**src/rtl/vga_pkg.sv**
```systemverilog
// Shared types and default 640x480@60 timing for the VGA raster generator.
package vga_pkg;

  typedef enum logic [1:0] {ACT, FP, SYNC, BP} seg_state_t;

  localparam int POS_W     = 10;
  localparam int MAX_TOTAL = 1024;

  localparam int DEF_H_ACTIVE = 640;
  localparam int DEF_H_FP     = 16;
  localparam int DEF_H_SYNC   = 96;
  localparam int DEF_H_BP     = 48;
  localparam int DEF_V_ACTIVE = 480;
  localparam int DEF_V_FP     = 10;
  localparam int DEF_V_SYNC   = 2;
  localparam int DEF_V_BP     = 33;

  function automatic int seg_total(input int act, input int fp, input int sync, input int bp);
    return act + fp + sync + bp;
  endfunction

endpackage

```
**src/rtl/vga_axis_counter.sv**
```systemverilog
// One raster axis: position counter plus ACT/FP/SYNC/BP segment FSM.
// Next-state and wrap are exported so the top can register coherent outputs.
module vga_axis_counter import vga_pkg::*; #(
  parameter int SEG_ACT  = DEF_H_ACTIVE,
  parameter int SEG_FP   = DEF_H_FP,
  parameter int SEG_SYNC = DEF_H_SYNC,
  parameter int SEG_BP   = DEF_H_BP
) (
  input  logic             clk,
  input  logic             i_clear,
  input  logic             i_advance,
  output logic [POS_W-1:0] o_pos,
  output logic [1:0]       o_state_next,
  output logic             o_wrap
);

  localparam int TOTAL = seg_total(SEG_ACT, SEG_FP, SEG_SYNC, SEG_BP);

  if (TOTAL > MAX_TOTAL || SEG_ACT == 0 || SEG_FP == 0 || SEG_SYNC == 0 || SEG_BP == 0) begin : g_bad_params
    $error("vga_axis_counter: segment lengths must be nonzero with a total of at most 1024");
  end

  localparam logic [POS_W-1:0] END_ACT  = POS_W'(SEG_ACT - 1);
  localparam logic [POS_W-1:0] END_FP   = POS_W'(SEG_ACT + SEG_FP - 1);
  localparam logic [POS_W-1:0] END_SYNC = POS_W'(SEG_ACT + SEG_FP + SEG_SYNC - 1);
  localparam logic [POS_W-1:0] END_BP   = POS_W'(TOTAL - 1);

  logic [POS_W-1:0] r_pos;
  seg_state_t       r_state;
  logic [POS_W-1:0] w_pos_next;
  seg_state_t       w_state_next;
  logic             w_at_end;
  logic             w_wrap;

  always_ff @(posedge clk) begin
    r_pos   <= w_pos_next;
    r_state <= w_state_next;
  end

  // Clear has priority over advance, so the clearing edge never reports a wrap.
  always_comb begin
    w_pos_next   = r_pos;
    w_state_next = r_state;
    w_at_end     = (r_pos == END_BP);
    w_wrap       = 1'b0;
    if (i_clear) begin
      w_pos_next   = '0;
      w_state_next = ACT;
    end else if (i_advance) begin
      w_wrap     = w_at_end;
      w_pos_next = w_at_end ? '0 : r_pos + POS_W'(1);
      case (r_state)
        ACT:     if (r_pos == END_ACT)  w_state_next = FP;
        FP:      if (r_pos == END_FP)   w_state_next = SYNC;
        SYNC:    if (r_pos == END_SYNC) w_state_next = BP;
        BP:      if (r_pos == END_BP)   w_state_next = ACT;
        default: w_state_next = ACT;
      endcase
    end
  end

  assign o_pos        = r_pos;
  assign o_state_next = w_state_next;
  assign o_wrap       = w_wrap;

endmodule

```
**src/rtl/vga_timing_gen.sv**
```systemverilog
// VGA pixel-timing generator: raster position, blank, syncs and frame/line pulses,
// all registered on pix_clk and held in reset until the clock wizard locks.
module vga_timing_gen import vga_pkg::*; #(
  parameter int   H_ACTIVE    = DEF_H_ACTIVE,
  parameter int   H_FP        = DEF_H_FP,
  parameter int   H_SYNC      = DEF_H_SYNC,
  parameter int   H_BP        = DEF_H_BP,
  parameter int   V_ACTIVE    = DEF_V_ACTIVE,
  parameter int   V_FP        = DEF_V_FP,
  parameter int   V_SYNC      = DEF_V_SYNC,
  parameter int   V_BP        = DEF_V_BP,
  parameter logic SYNC_ACTIVE = 1'b0
) (
  input  logic       pix_clk,
  input  logic       rst_n,
  input  logic       locked,
  output logic [9:0] pos_h,
  output logic [9:0] pos_v,
  output logic       blank,
  output logic       hsync,
  output logic       vsync,
  output logic       frame_start,
  output logic       line_start
);

  logic       w_clear;
  logic       w_run;
  logic       w_h_wrap;
  logic       w_v_wrap;
  logic [1:0] w_h_state_next;
  logic [1:0] w_v_state_next;

  logic r_blank;
  logic r_hsync;
  logic r_vsync;
  logic r_frame_start;
  logic r_line_start;

  assign w_clear = !rst_n || !locked;
  assign w_run   = !w_clear;

  vga_axis_counter #(
    .SEG_ACT  (H_ACTIVE),
    .SEG_FP   (H_FP),
    .SEG_SYNC (H_SYNC),
    .SEG_BP   (H_BP)
  ) u_h_axis (
    .clk          (pix_clk),
    .i_clear      (w_clear),
    .i_advance    (w_run),
    .o_pos        (pos_h),
    .o_state_next (w_h_state_next),
    .o_wrap       (w_h_wrap)
  );

  vga_axis_counter #(
    .SEG_ACT  (V_ACTIVE),
    .SEG_FP   (V_FP),
    .SEG_SYNC (V_SYNC),
    .SEG_BP   (V_BP)
  ) u_v_axis (
    .clk          (pix_clk),
    .i_clear      (w_clear),
    .i_advance    (w_h_wrap),
    .o_pos        (pos_v),
    .o_state_next (w_v_state_next),
    .o_wrap       (w_v_wrap)
  );

  // Outputs are computed from the counters' next state so they land with the position they describe.
  always_ff @(posedge pix_clk) begin
    if (!rst_n || !locked) begin
      r_blank       <= 1'b0;
      r_hsync       <= ~SYNC_ACTIVE;
      r_vsync       <= ~SYNC_ACTIVE;
      r_frame_start <= 1'b0;
      r_line_start  <= 1'b0;
    end else begin
      r_blank       <= (w_h_state_next != ACT) || (w_v_state_next != ACT);
      r_hsync       <= (w_h_state_next == SYNC) ? SYNC_ACTIVE : ~SYNC_ACTIVE;
      r_vsync       <= (w_v_state_next == SYNC) ? SYNC_ACTIVE : ~SYNC_ACTIVE;
      r_line_start  <= w_h_wrap;
      r_frame_start <= w_v_wrap;
    end
  end

  assign blank       = r_blank;
  assign hsync       = r_hsync;
  assign vsync       = r_vsync;
  assign frame_start = r_frame_start;
  assign line_start  = r_line_start;

endmodule

```
**config.mk**
```make
export PLATFORM = sky130hd
export DESIGN_NAME = vga_timing_gen
export DESIGN_NICKNAME = d
export VERILOG_FILES = /design/src/rtl/vga_pkg.sv /design/src/rtl/vga_axis_counter.sv /design/src/rtl/vga_timing_gen.sv
export SDC_FILE = /design/constraint.sdc
export NUM_CORES = 1
export LEC_CHECK = 0
export CORE_MARGIN = 2
export CORE_UTILIZATION = 30
export DETAILED_ROUTE_END_ITERATION = 10
export PLACE_DENSITY = 0.63
export SLEW_MARGIN = 10
export SYNTH_ARGS = -nofsm -noshare
export SYNTH_HDL_FRONTEND = slang
export SYNTH_SLANG_ARGS = --single-unit
```
**constraint.sdc**
```tcl
create_clock -name pix_clk -period 2 [get_ports pix_clk]
set_input_delay 0.2 -clock pix_clk [delete_from_list [all_inputs] [get_ports pix_clk]]
set_output_delay 0.2 -clock pix_clk [all_outputs]
set_load 0.1 [all_outputs]
```
==> flow_summary_export.csv <==
group,metric,value,unit
timing,relSlewSlack,73.0,%
global_route,grt_start_max_net_pins,10,
power,p_leak,0.695,nW
worst_setup_path,r2r_slack,0.21,ns
place,pre_cts_ws,0.242,ns
hold_path,hold_path_class,"flop to flop",
clock_tree,cts.clk_slew.worst_paths,0.06,ns
power,p_per_area,605,nW/um2
clock_tree,post_cts.repair.setup_buffers,0,
global_route,grt_pass1_vias,1171,
clock_tree,hold_buffers,0,
place,gp_congestion,0.848,
synth,yosysWarnings,0,
place,io_buffers,27,
die,die_area,5060,um2
clock_tree,cts.path.max_buffers,2,
timing,fin_skew,0.00327,ns
synth,syn_avg_cell_area,8.83,um2
detailed_routing,drt_iter0_drc,68,
die,fp.dieH,71.1,um
global_route,grt-ovfl-total,0,
die,rows,24,
clock_tree,numCtsBuffers,5,
power,ir_drop,225,uV
place,dpl_cell_area,1730,um2
worst_setup_path,slowest_stage,"or3b_4",
worst_setup_path,required,2.21,ns
worst_setup_path,end_kind,"flop",
timing,period_share,89.3,%
timing,finalHoldWorstSlack,0.458,ns
timing,worst_slew_pin_slew,0.401,ns
layout,stdcell_area,1820,um2
synth,synth_cells,153,
synth,synth-main-ff-cell,"dfxtp_1",
global_route,antenna_found_initial,0,
timing,setup-violations-final,0,
detailed_routing,route.detailed.drc,0,
layout,ff_latch_area,626,um2
synth,yosysUniqueCellTypes,37,
clock_tree,cts_num_sinks,29,
die,pin_count,28,
status,outcome,"completed",
die,start_util,31.0,%
synth,ys_ff_latch,29,
timing,hold_violations,0,
layout,nFillCells,449,
power,total_power,0.00110,W
layout,diodes,0,
job,maxCapViolations,0,
timing,final_max_slew_viol_count,0,
place,dpl.hpwl,2.27,mm
clock_tree,insertion_delay,0.28,ns
layout,fin_nets,199,
timing,fin_crit,1.79,ns
synth,syn_nets,160,
timing,rsz0062_at_grt,"false",
layout,fin_cells,245,
detailed_routing,vias,1224,
global_route,grt_pass1_wl,5.64,mm
layout,drive_gt1_share,31.1,%
worst_setup_path,path_class,"flop to flop",
detailed_routing,wirelength,3.19,mm
die,core_area,4350,um2
worst_setup_path,cp.arrival,1.99,ns
detailed_routing,first_pass_iters,4,
clock_tree,htreeDepth,2,
detailed_routing,detail_route.vias_per_cell,5.00,
worst_setup_path,worstSetupStartpointType,"flop",
synth,async_flop_share,0,%
clock_tree,post_cts_resized,0,
synth,yosysSeqAreaShare,43.0,%
synth,synth_edf_count,0,
global_route,track_usage,14.3,%
layout,multi_input_area,762,um2
clock_tree,cts_tree,"built",
worst_setup_path,cpPeakStageDelay,0.41,ns
clock_tree,cts_root_buf,"clkbuf_8",
detailed_routing,wl_per_cell,13.0,um
detailed_routing,drt.antenna.violating_nets,0,
timing,worst_slack,0.214,ns
die,die_w,71.1,um
worst_setup_path,crit_chain,"or3b_4, or3_1, or4_1, a21oi_1",
layout,area_delta_synth_final,34.5,%
timing,fmax,560,MHz
synth,synth_area,1350,um2
worst_setup_path,cp_max_fo,8,
place,dp_cells,237,
==> per-layer routing <==
metal  wire [um]  GRT usage, %  vias to the layer above
met5           0             0                        -
met4          56          5.66                        0
met3         174          5.13                        5
met2        1410          21.2                       31
met1        1550          19.0                      566
li1            -             -                      622
==> placed cells by master (no fill, tap or decap), types with 3 or more instances in the layout <==
cell      netlist  routed
and2_1          3       3
and3_1          7       7
buf_4           0      31
clkbuf_8        0       6
dfxtp_1        29       9
dfxtp_2         0      12
dfxtp_4         0       8
ha_1            4       3
inv_1           6       6
nand2_1        11      11
nand3_1        10      10
nand4_1         5       5
nor2_1         23      23
nor3_1          4       4
nor3b_1         3       3
nor4_1          3       3
xnor2_1         6       6
xor2_1          9       9
==> cells in the mapped netlist (2+ instances only) <==
master	instances	area, um2
a22oi_1	2	15.0
a41oi_1	2	17.5
o21ai_0	2	10.0
inv_1	6	22.5
xnor2_1	6	52.6
nor3_1	4	20.0
and2_1	3	18.8
nor3b_1	3	22.5
nand2_1	11	41.3
nor4b_1	2	17.5
a21oi_1	2	10.0
and3_1	7	43.8
nor4bb_1	3	30.0
nor4_1	3	18.8
dfxtp_1	29	581
nand4_1	5	31.3
nor2_1	23	86.3
nand3_1	10	50.1
xor2_1	9	78.8
ha_1	4	50.1
==> worst max-delay path: cells and delay by family, from the launching register on <==
family,cells,cell delay (ns)
flip-flops,1,0.37
AND/OR/NAND/NOR,3,1.21
AO/OA/AOI/OAI,1,0.14
==> cell type report <==
class,instances,share of cell area [%]
Multi-Input combinational cell,117,41.9
Sequential cell,29,34.4
Timing Repair Buffer,33,13.9
Clock buffer,8,4.96
Tap cell,52,3.58
Inverter,6,1.24
==> cells by family (layout without fill, tap and decap cells) <==
group | count (synthesis) | after routing | share of synthesized area, %
compound gates | 14 | 14 | 7.50
flops | 29 | 29 | 43.0
buf+inv | 7 | 47 | 2.04
simple gates | 84 | 84 | 34.1
fa+ha+maj | 4 | 4 | 3.70
xor+xnor | 15 | 15 | 9.72
==> per-stage QoR <==
step / util [%] / setup TNS [ns]
after floorplan: - / -0.0780
after global placement: 39.7 / 0
after detailed placement: 39.7 / 0
after CTS: 41.8 / 0
after global routing: 41.8 / 0
final: 41.8 / 0
==> state kept, by name, summed over array words and instances, names as in the netlist <==
register and cells:
u_h_axis.o_pos 10, u_v_axis.o_pos 10, u_h_axis.r_state 2, u_v_axis.r_state 2, blank 1, frame_start 1, hsync 1, line_start 1
vsync 1
==> power breakdown <==
| group | total (W) | leakage, nW | internal, W | switching, W |
|---|---|---|---|---|
| Clock | 0.000489 | 0.0455 | 0.000280 | 0.000209 |
| Sequential | 0.000573 | 0.246 | 0.000570 | 0.00000318 |
| Combinational | 0.0000376 | 0.403 | 0.0000103 | 0.0000273 |
| Total | 0.00110 | 0.695 | 0.000860 | 0.000240 |
==> final timing paths <==
| path | startpoint | endpoint | cells past startpoint |
|---|---|---|---|
| max | u_h_axis.o_pos[5] | u_v_axis.o_pos[4] | 4 |
| min | u_h_axis.o_pos[0] | u_h_axis.o_pos[0] | 1 |
| max reg2reg | u_h_axis.o_pos[5] | u_v_axis.o_pos[4] | 4 |
| min reg2reg | u_h_axis.o_pos[0] | u_h_axis.o_pos[0] | 1 |
Note: power is estimated with default switching activity, not from simulation.
